`src/rtl/rtc_bus_ctl_if.sv`:
```
// rtc_bus_ctl_if: host request/response and RTC chip bus signals of the RTC bus controller
interface rtc_bus_ctl_if;
  logic req, we, ack, busy;
  logic [4:0] addr, rtc_a;
  logic [7:0] wdata, rdata, rtc_d_out, rtc_d_in;
  logic rtc_cs_n, rtc_rd_n, rtc_wr_n, rtc_d_oe;
  modport slave(
    input req, we, addr, wdata, rtc_d_in,
    output rdata, ack, busy, rtc_a, rtc_cs_n, rtc_rd_n, rtc_wr_n, rtc_d_out, rtc_d_oe
  );
  modport master(
    output req, we, addr, wdata, rtc_d_in,
    input rdata, ack, busy, rtc_a, rtc_cs_n, rtc_rd_n, rtc_wr_n, rtc_d_out, rtc_d_oe
  );
endinterface

```
`src/rtl/rtc_bus_ctl.sv`:
```
// rtc_bus_ctl: sequences setup/strobe/hold timing of single reads and writes to a parallel-bus RTC chip
module rtc_bus_ctl #(
  parameter int SETUP_CYC  = 2,
  parameter int STROBE_CYC = 4,
  parameter int HOLD_CYC   = 2
) (
  input logic clk,
  input logic reset_n,
  rtc_bus_ctl_if.slave bus
);
  typedef enum logic [2:0] {IDLE, SETUP, STROBE, HOLD, DONE} state_e;
  localparam logic [3:0] SETUP_L  = 4'(SETUP_CYC - 1);
  localparam logic [3:0] STROBE_L = 4'(STROBE_CYC - 1);
  localparam logic [3:0] HOLD_L   = 4'(HOLD_CYC - 1);
  state_e state_q, state_d;
  logic [3:0] cnt_q, cnt_d;
  logic we_q, we_d;
  logic [4:0] a_q, a_d;
  logic [7:0] dout_q, dout_d, rdata_q, rdata_d;
  logic cs_n_q, rd_n_q, wr_n_q, oe_q, ack_q, busy_q;
  logic accept, last;
  always_comb begin
    accept  = state_q == IDLE && bus.req;
    last    = cnt_q == 4'd0;
    state_d = state_q;
    cnt_d   = last ? 4'd0 : cnt_q - 4'd1;
    we_d    = accept ? bus.we : we_q;
    a_d     = accept ? bus.addr : a_q;
    dout_d  = accept ? bus.wdata : dout_q;
    rdata_d = rdata_q;
    case (state_q)
      IDLE: if (bus.req) begin
        state_d = SETUP;
        cnt_d   = SETUP_L;
      end
      SETUP: if (last) begin
        state_d = STROBE;
        cnt_d   = STROBE_L;
      end
      STROBE: if (last) begin
        state_d = HOLD;
        cnt_d   = HOLD_L;
        rdata_d = we_q ? rdata_q : bus.rtc_d_in;
      end
      HOLD: if (last) state_d = DONE;
      default: state_d = IDLE;
    endcase
  end
  // Outputs are registered from the next state so they line up with the state register.
  always_ff @(posedge clk or negedge reset_n) begin
    if (!reset_n) begin
      state_q <= IDLE;
      cnt_q   <= 4'd0;
      we_q    <= 1'b0;
      a_q     <= 5'd0;
      dout_q  <= 8'd0;
      rdata_q <= 8'd0;
      cs_n_q  <= 1'b1;
      rd_n_q  <= 1'b1;
      wr_n_q  <= 1'b1;
      oe_q    <= 1'b0;
      ack_q   <= 1'b0;
      busy_q  <= 1'b0;
    end else begin
      state_q <= state_d;
      cnt_q   <= cnt_d;
      we_q    <= we_d;
      a_q     <= a_d;
      dout_q  <= dout_d;
      rdata_q <= rdata_d;
      cs_n_q  <= state_d == IDLE;
      rd_n_q  <= !(state_d == STROBE && !we_d);
      wr_n_q  <= !(state_d == STROBE && we_d);
      oe_q    <= we_d && (state_d inside {SETUP, STROBE, HOLD});
      ack_q   <= state_d == DONE;
      busy_q  <= state_d != IDLE;
    end
  end
  assign bus.rdata     = rdata_q;
  assign bus.ack       = ack_q;
  assign bus.busy      = busy_q;
  assign bus.rtc_a     = a_q;
  assign bus.rtc_cs_n  = cs_n_q;
  assign bus.rtc_rd_n  = rd_n_q;
  assign bus.rtc_wr_n  = wr_n_q;
  assign bus.rtc_d_out = dout_q;
  assign bus.rtc_d_oe  = oe_q;
endmodule

```
`src/flat_wrapper.sv`:
```
// flat-port wrapper written by rule: the top's interface ports become plain ports
module rtc_bus_ctl_flat 
#(
  parameter int SETUP_CYC  = 2,
  parameter int STROBE_CYC = 4,
  parameter int HOLD_CYC   = 2
)
  (clk, reset_n, bus_req, bus_we, bus_addr, bus_wdata, bus_rtc_d_in, bus_rdata, bus_ack, bus_busy, bus_rtc_a, bus_rtc_cs_n, bus_rtc_rd_n, bus_rtc_wr_n, bus_rtc_d_out, bus_rtc_d_oe);
  rtc_bus_ctl_if bus_i ();
  input logic clk;
  input logic reset_n;
  input wire logic [$bits(bus_i.req)-1:0] bus_req;
  input wire logic [$bits(bus_i.we)-1:0] bus_we;
  input wire logic [$bits(bus_i.addr)-1:0] bus_addr;
  input wire logic [$bits(bus_i.wdata)-1:0] bus_wdata;
  input wire logic [$bits(bus_i.rtc_d_in)-1:0] bus_rtc_d_in;
  output wire logic [$bits(bus_i.rdata)-1:0] bus_rdata;
  output wire logic [$bits(bus_i.ack)-1:0] bus_ack;
  output wire logic [$bits(bus_i.busy)-1:0] bus_busy;
  output wire logic [$bits(bus_i.rtc_a)-1:0] bus_rtc_a;
  output wire logic [$bits(bus_i.rtc_cs_n)-1:0] bus_rtc_cs_n;
  output wire logic [$bits(bus_i.rtc_rd_n)-1:0] bus_rtc_rd_n;
  output wire logic [$bits(bus_i.rtc_wr_n)-1:0] bus_rtc_wr_n;
  output wire logic [$bits(bus_i.rtc_d_out)-1:0] bus_rtc_d_out;
  output wire logic [$bits(bus_i.rtc_d_oe)-1:0] bus_rtc_d_oe;
  assign bus_i.req = bus_req;
  assign bus_i.we = bus_we;
  assign bus_i.addr = bus_addr;
  assign bus_i.wdata = bus_wdata;
  assign bus_i.rtc_d_in = bus_rtc_d_in;
  assign bus_rdata = bus_i.rdata;
  assign bus_ack = bus_i.ack;
  assign bus_busy = bus_i.busy;
  assign bus_rtc_a = bus_i.rtc_a;
  assign bus_rtc_cs_n = bus_i.rtc_cs_n;
  assign bus_rtc_rd_n = bus_i.rtc_rd_n;
  assign bus_rtc_wr_n = bus_i.rtc_wr_n;
  assign bus_rtc_d_out = bus_i.rtc_d_out;
  assign bus_rtc_d_oe = bus_i.rtc_d_oe;
  rtc_bus_ctl #(.SETUP_CYC(SETUP_CYC), .STROBE_CYC(STROBE_CYC), .HOLD_CYC(HOLD_CYC)) u_core (.clk(clk), .reset_n(reset_n), .bus(bus_i));
endmodule
```
`config.mk`:
```
export PLATFORM = sky130hd
export DESIGN_NAME = rtc_bus_ctl_flat
export DESIGN_NICKNAME = d
export VERILOG_FILES = /design/src/rtl/rtc_bus_ctl_if.sv /design/src/rtl/rtc_bus_ctl.sv /design/src/flat_wrapper.sv
export SDC_FILE = /design/constraint.sdc
export NUM_CORES = 1
export LEC_CHECK = 0
export CORE_MARGIN = 3
export CORE_UTILIZATION = 40
export CTS_BUF_LIST = sky130_fd_sc_hd__clkbuf_4
export CTS_CLUSTER_DIAMETER = 80
export DETAILED_ROUTE_END_ITERATION = 7
export GPL_TIMING_DRIVEN = 0
export PLACE_DENSITY = 0.73
export SLEW_MARGIN = 0
export SYNTH_ARGS = -nofsm -noshare
export SYNTH_HDL_FRONTEND = slang
export SYNTH_SLANG_ARGS = --single-unit
```
`constraint.sdc`:
```
create_clock -name clk -period 2.9 [get_ports clk]
set_input_delay 0.435 -clock clk [delete_from_list [all_inputs] [get_ports clk]]
set_output_delay 0.435 -clock clk [all_outputs]
set_load 0.1 [all_outputs]
```
==> results of run 1 <==
-- cells by family after synthesis --
| group | synth area share |
|---|---|
| DFF | 0.609 |
| and+or+nand+nor | 0.110 |
| muxes | 0.185 |
| buffers and inverters | 0.0329 |
| AOI/OAI and AO/OA | 0.0329 |
| xor gates and xnor gates | 0.0121 |
| adders and majority gates | 0.0173 |
-- stage by stage --
step,hold WS (ns),instances,util
floorplan,0.139,103,-
global placement,0.486,200,0.589
detailed placement,0.497,200,0.588
CTS,0.178,208,0.604
global route,0.209,208,0.604
finish,0.159,208,0.604
-- flip-flops by register name, summed over array words and instances, names as in the netlist, 3 cells and up --
name,count
u_core.bus.rdata,8
u_core.bus.rtc_a,5
u_core.bus.rtc_d_out,8
u_core.cnt_q,4
u_core.state_q,3
-- worst paths after layout --
kind / endpoint / slack (ns) / from / depth (start not counted)
max in group asynchronous: u_core.state_q[1] / 2.27 / reset_n / 1
worst max-delay path: bus_rtc_wr_n / 0.48 / u_core.bus.rtc_wr_n / 1
worst max register to register: u_core.bus.rdata[5] / 0.97 / u_core.cnt_q[0] / 5
worst min-delay path: u_core.cnt_q[2] / 0.16 / reset_n / 1
worst min register to register: u_core.bus.rdata[7] / 0.52 / u_core.bus.rdata[7] / 1
min in group clk: u_core.bus.rdata[7] / 0.52 / u_core.bus.rdata[7] / 1
-- cell usage in the layout, fill, tap and decap left out, drive strengths merged, types with 4 or more instances in the layout --
| master | instances |
|---|---|
| clkdlybuf4s50 | 50 |
| dfrtp | 32 |
| mux2 | 22 |
| clkbuf | 8 |
| nor2 | 5 |
| nor3 | 5 |
| buf | 5 |
| inv | 4 |
| nand2 | 4 |
-- metal layers --
| layer | routed length, microns | GRT usage | share of wire | vias to the layer above |
|---|---|---|---|---|
| li1 | - | - | - | 472 |
| met1 | 1090 | 0.162 | 0.40 | 495 |
| met2 | 1340 | 0.233 | 0.49 | 38 |
| met3 | 246 | 0.0561 | 0.091 | 4 |
| met4 | 28 | 0.0609 | 0.010 | 0 |
| met5 | 0 | 0 | 0 | - |
-- area by class of cell --
cell class	count	area, sq um	share of cell area
multi-input combinational	59	517	0.250
clock buffer	7	52.6	0.0255
timing repair buffer	51	505	0.245
tap	46	57.6	0.0279
sequential	35	880	0.426
buffer	5	32.5	0.0158
clock inverter	1	5.00	0.00242
inverter	4	15.0	0.00727
==> key figures, run 1 <==
Critical path
  – CP Max Fanout: 1
  – Crit end category: output pin
  – Critical path arrival: 1.98 ns
  – WS Path Type: register to output pin
  – Max incr delay on CP: 1.12 ns
  – Largest delay contributor family on the critical path: buffers and inverters
  – Buf/Inv on CP: 1
  – Required @ worst endpoint: 2.47 ns
  – Startpoint Class: register
  – Crit-path cells: clkdlybuf4s50_1
  – Slowest-stage cell, CP: clkdlybuf4s50_1

Synthesis
  – Top-area cell type share of the netlist area: 0.555
  – Synth area leader: dfrtp_1
  – Post-synth top cells: dfrtp_1 (32), mux2_2 (22), nor2_1 (5), nor3_1 (5)
  – Async SR Flop Fraction: 1.00
  – Sequential share of the synthesized area: 0.609
  – Dominant synthesized flop cell: dfrtp_1
  – Number of synthesized flops with an enable pin: 0
  – Synth warn: 0
  – Top cells by area, synth: dfrtp_1 (55%), mux2_2 (17%), dfstp_2 (5.5%)
  – Synth Net Count: 130
  – #FFs+latches synth: 35
  – Post-Syn Area: 1440 sq um
  – Syn_area_per_cell: 14.0 sq um
  – Count leader, synth: dfrtp_1
  – Gate Count Post-Synth: 103
  – Yosys cell types: 27

Place
  – Hpwl dp: 2.01 mm
  – Pre-CTS setup slack: 0.645 ns
  – IO buf count: 51
  – Placed instance area: 2010 sq um
  – Gpl congestion: 0.702

GRT
  – Global route overflow: 0
  – Number of global-route vias before repair: 1076
  – Largest net degree at the start of global routing: 36
  – Initial antenna violation count: 0
  – First-pass GRT wire length: 4.68 mm
  – GRT Util Overall: 0.142

Floorplan
  – Area of the core: 3420 sq um
  – Die H: 66.1 microns
  – Die area: 4370 sq um
  – Io pins: 52
  – Die width: 66.1 microns
  – Row count: 21
  – Initial Util: 0.423

Finish
  – N_diodes: 0
  – Cell area after layout: 2060 sq um
  – Final #Nets: 188
  – FILL cells: 309
  – Layout area overhead: 43.0%
  – Share of post-route cells with drive strength above 1: 0.253

Timing
  – Final max-slew violation count: 0
  – Final setup viols: 0
  – Worst Skew: 0.0102 ns
  – Setup TNS: 0 ns
  – Fmax: 414 MHz
  – RSZ-0062 raised after global routing: false
  – Final Hold Viols: 0
  – Tcrit/Tclk final: 0.834
  – Worst Max-Slew Pin Slew: 0.984 ns
  – Slew HR: 0.342
  – Fin crit period: 2.42 ns
  – Setup ws final: 0.482 ns

Clocking
  – Setup Buffers After CTS: 0
  – H-tree depth reported by CTS: 2
  – CTS Buf Count: 5
  – Clock Root Buffer: clkbuf_4
  – CTS resizes: 0
  – Clock-pin slew on the worst setup and hold paths: 0.11 ns
  – Skew-Pair Late Insertion Delay: 0.33 ns
  – CTS tree: yes
  – Hold-fix buffers, CTS: 0
  – Clk sinks: 35
  – Clock tree buffer depth: 2

Drt
  – Avg WL per Cell: 13.0 microns
  – Vias: 1009
  – Drt total wl: 2.71 mm
  – DRC: 0
  – First drt pass iteration count: 4
  – DR iter-0 viols: 20
  – Detail-routed via count per cell: 4.85
  – Antenna viol nets, final: 0

Flow run
  – Max-cap violations: 0

Worst hold path
  – Hold crit path type: input pin to async pin

Run status
  – Status: completed
Power of run 1 is not shown: default switching activity piles up to over one toggle a cycle in this logic, so the estimate is an artifact.
==> run 2: changes to the inputs <==
==> constraint.sdc (replaced) <==
create_clock -name clk -period 2.5 [get_ports clk]
set_input_delay 0.375 -clock clk [delete_from_list [all_inputs] [get_ports clk]]
set_output_delay 0.375 -clock clk [all_outputs]
set_load 0.1 [all_outputs]
==> results of run 2 <==
The final DEF is identical to that of run 1. Status: completed.
Among the figures that moved: setup slack after placement 0.645 ns -> 0.305 ns; setup slack after layout 0.482 ns -> 0.142 ns; hold slack 0.159 ns -> 0.0993 ns; register-to-register setup slack 0.97 ns -> 0.57 ns
Power of run 2 is left out for the same reason.
==> run 3: changes to the inputs <==
--- a/config.mk
+++ b/config.mk
@@ -5,13 +5,14 @@
 export SDC_FILE = /design/constraint.sdc
 export NUM_CORES = 1
 export LEC_CHECK = 0
+export ABC_AREA = 1
 export CORE_MARGIN = 3
 export CORE_UTILIZATION = 40
 export CTS_BUF_LIST = sky130_fd_sc_hd__clkbuf_4
 export CTS_CLUSTER_DIAMETER = 80
 export DETAILED_ROUTE_END_ITERATION = 7
 export GPL_TIMING_DRIVEN = 0
-export PLACE_DENSITY = 0.73
+export PLACE_DENSITY = 0.72
 export SLEW_MARGIN = 0
 export SYNTH_ARGS = -nofsm -noshare
 export SYNTH_HDL_FRONTEND = slang
==> run 3 against run 2 <==
Compared with the run above: sequential share of layout area fell by 0.66 points; cell area grew 1.6%; synthesized area up 2.5%; global-route usage is 1.6 points higher; via count up 19%; register-to-register slack improved by 0.51 ns; sequential cell count is the same; clock skew increased by 0.0036 ns; first-iteration DRC count grew 35%; die area rose by 2.3%; critical path type unchanged.
==> key figures, run 3 <==
Critical path
  – Buf/Inv on CP: 1
  – Startpoint Class: register
  – Largest delay contributor family on the critical path: buffers and inverters
  – Slowest-stage cell, CP: clkdlybuf4s50_1
  – Crit end category: output pin
  – WS Path Type: register to output pin
  – Crit-path cells: clkdlybuf4s50_1
  – Required @ worst endpoint: 2.12 ns
  – Critical path arrival: 1.98 ns
  – CP Max Fanout: 1
  – Max incr delay on CP: 1.12 ns

Synthesis
  – Post-synth top cells: nand2_1 (65), dfrtp_1 (32), inv_1 (9), o21ai_0 (9), nor2_1 (6)
  – Synth area leader: dfrtp_1
  – Top-area cell type share of the netlist area: 0.541
  – Synth Net Count: 181
  – Syn_area_per_cell: 9.61 sq um
  – Post-Syn Area: 1480 sq um
  – Count leader, synth: nand2_1
  – #FFs+latches synth: 35
  – Yosys cell types: 27
  – Gate Count Post-Synth: 154
  – Dominant synthesized flop cell: dfrtp_1
  – Synth warn: 0
  – Async SR Flop Fraction: 1.00
  – Number of synthesized flops with an enable pin: 0
  – Sequential share of the synthesized area: 0.594
  – Top cells by area, synth: dfrtp_1 (54%), nand2_1 (16%), dfstp_2 (5.3%)

Clocking
  – CTS Buf Count: 5
  – Setup Buffers After CTS: 0
  – Clock-pin slew on the worst setup and hold paths: 0.09 ns
  – Clk sinks: 35
  – Clock Root Buffer: clkbuf_4
  – Hold-fix buffers, CTS: 0
  – Skew-Pair Late Insertion Delay: 0.34 ns
  – CTS tree: yes
  – Clock tree buffer depth: 2
  – CTS resizes: 0
  – H-tree depth reported by CTS: 2

Floorplan
  – Die width: 66.8 microns
  – Die H: 66.8 microns
  – Initial Util: 0.430
  – Row count: 21
  – Io pins: 52
  – Die area: 4470 sq um
  – Area of the core: 3440 sq um

Timing
  – Fin crit period: 2.35 ns
  – Final max-slew violation count: 0
  – Fmax: 425 MHz
  – Setup TNS: 0 ns
  – Slew HR: 0.340
  – Worst Skew: 0.0139 ns
  – Final setup viols: 0
  – Worst Max-Slew Pin Slew: 0.987 ns
  – Setup ws final: 0.147 ns
  – Final Hold Viols: 0
  – RSZ-0062 raised after global routing: false
  – Tcrit/Tclk final: 0.941

GRT
  – Number of global-route vias before repair: 1250
  – Global route overflow: 0
  – First-pass GRT wire length: 5.22 mm
  – GRT Util Overall: 0.158
  – Largest net degree at the start of global routing: 36
  – Initial antenna violation count: 0

Finish
  – Commonest non-fill, non-tap cell in the layout: nand2_1
  – N_diodes: 0
  – Layout area overhead: 41.7%
  – Most frequent cells in the layout: nand2_1 (65), clkdlybuf4s50_1 (50), dfrtp_1 (32)
  – Final #Nets: 239
  – Share of post-route cells with drive strength above 1: 0.136
  – FILL cells: 306
  – Cell area after layout: 2100 sq um

Drt
  – DR iter-0 viols: 27
  – First drt pass iteration count: 4
  – DR WL met3: 317 microns
  – DRC: 0
  – Top sig layer: met4
  – Drt total wl: 3.02 mm
  – Avg WL per Cell: 11.7 microns
  – Met1 Wirelength: 1.25 mm
  – Antenna viol nets, final: 0
  – Detail-routed via count per cell: 4.64
  – Metal2 WL: 1.42 mm
  – Vias: 1203

Run status
  – Status: completed

Place
  – Placed instance area: 2040 sq um
  – Hpwl dp: 2.29 mm
  – Gpl congestion: 0.783
  – Pre-CTS setup slack: 0.506 ns
  – IO buf count: 51

Worst hold path
  – Hold crit path type: input pin to async pin

Flow run
  – Max-cap violations: 0
==> run 3: final timing paths <==
kind	start	endpoint	depth (start not counted)	slack, ns
max in group asynchronous	reset_n	u_core.bus.rdata[6]	1	1.92
hold reg to reg	u_core.bus.rtc_a[4]	u_core.bus.rtc_a[4]	2	0.49
hold / removal	reset_n	u_core.bus.busy	1	0.1
setup reg to reg	u_core.cnt_q[0]	u_core.bus.rdata[5]	7	1.08
setup / recovery	u_core.bus.rtc_cs_n	bus_rtc_cs_n	1	0.15
min in group clk	u_core.bus.rtc_a[4]	u_core.bus.rtc_a[4]	2	0.49
==> run 3: logic make-up (layout without fill, tap and decap cells) <==
family | after synthesis | after routing | share of synthesized area
xor+xnor | 1 | 1 | 0.00592
buf+inv | 17 | 76 | 0.0617
simple gates | 84 | 84 | 0.260
fa+ha+maj | 2 | 2 | 0.0169
flops | 35 | 35 | 0.594
compound gates | 15 | 15 | 0.0609
==> run 3: layer usage <==
layer  up-vias  GRT usage
li1        596          -
met1       549      0.175
met2        53      0.265
met3         5     0.0776
met4         0     0.0457
met5         -          0
==> run 3: through the flow <==
| step | utilization | hold slack (ns) | cells |
|---|---|---|---|
| finish | 0.609 | 0.0974 | 259 |
| floorplan | - | 0.0794 | 154 |
| global placement | 0.595 | 0.463 | 251 |
| detailed placement | 0.594 | 0.466 | 251 |
| global route | 0.609 | 0.142 | 259 |
| CTS | 0.609 | 0.110 | 259 |
==> run 3: final cells by class <==
type                            count  area, sq um  area share
Buffer                              4         37.5      0.0179
Multi-Input combinational cell    102          509       0.243
Sequential cell                    35          880       0.419
Clock inverter                      2         8.76     0.00418
Timing Repair Buffer               51          505       0.241
Inverter                           13         53.8      0.0257
Tap cell                           46         57.6      0.0274
Clock buffer                        6         45.0      0.0215
Power of run 3 is left out for the same reason.
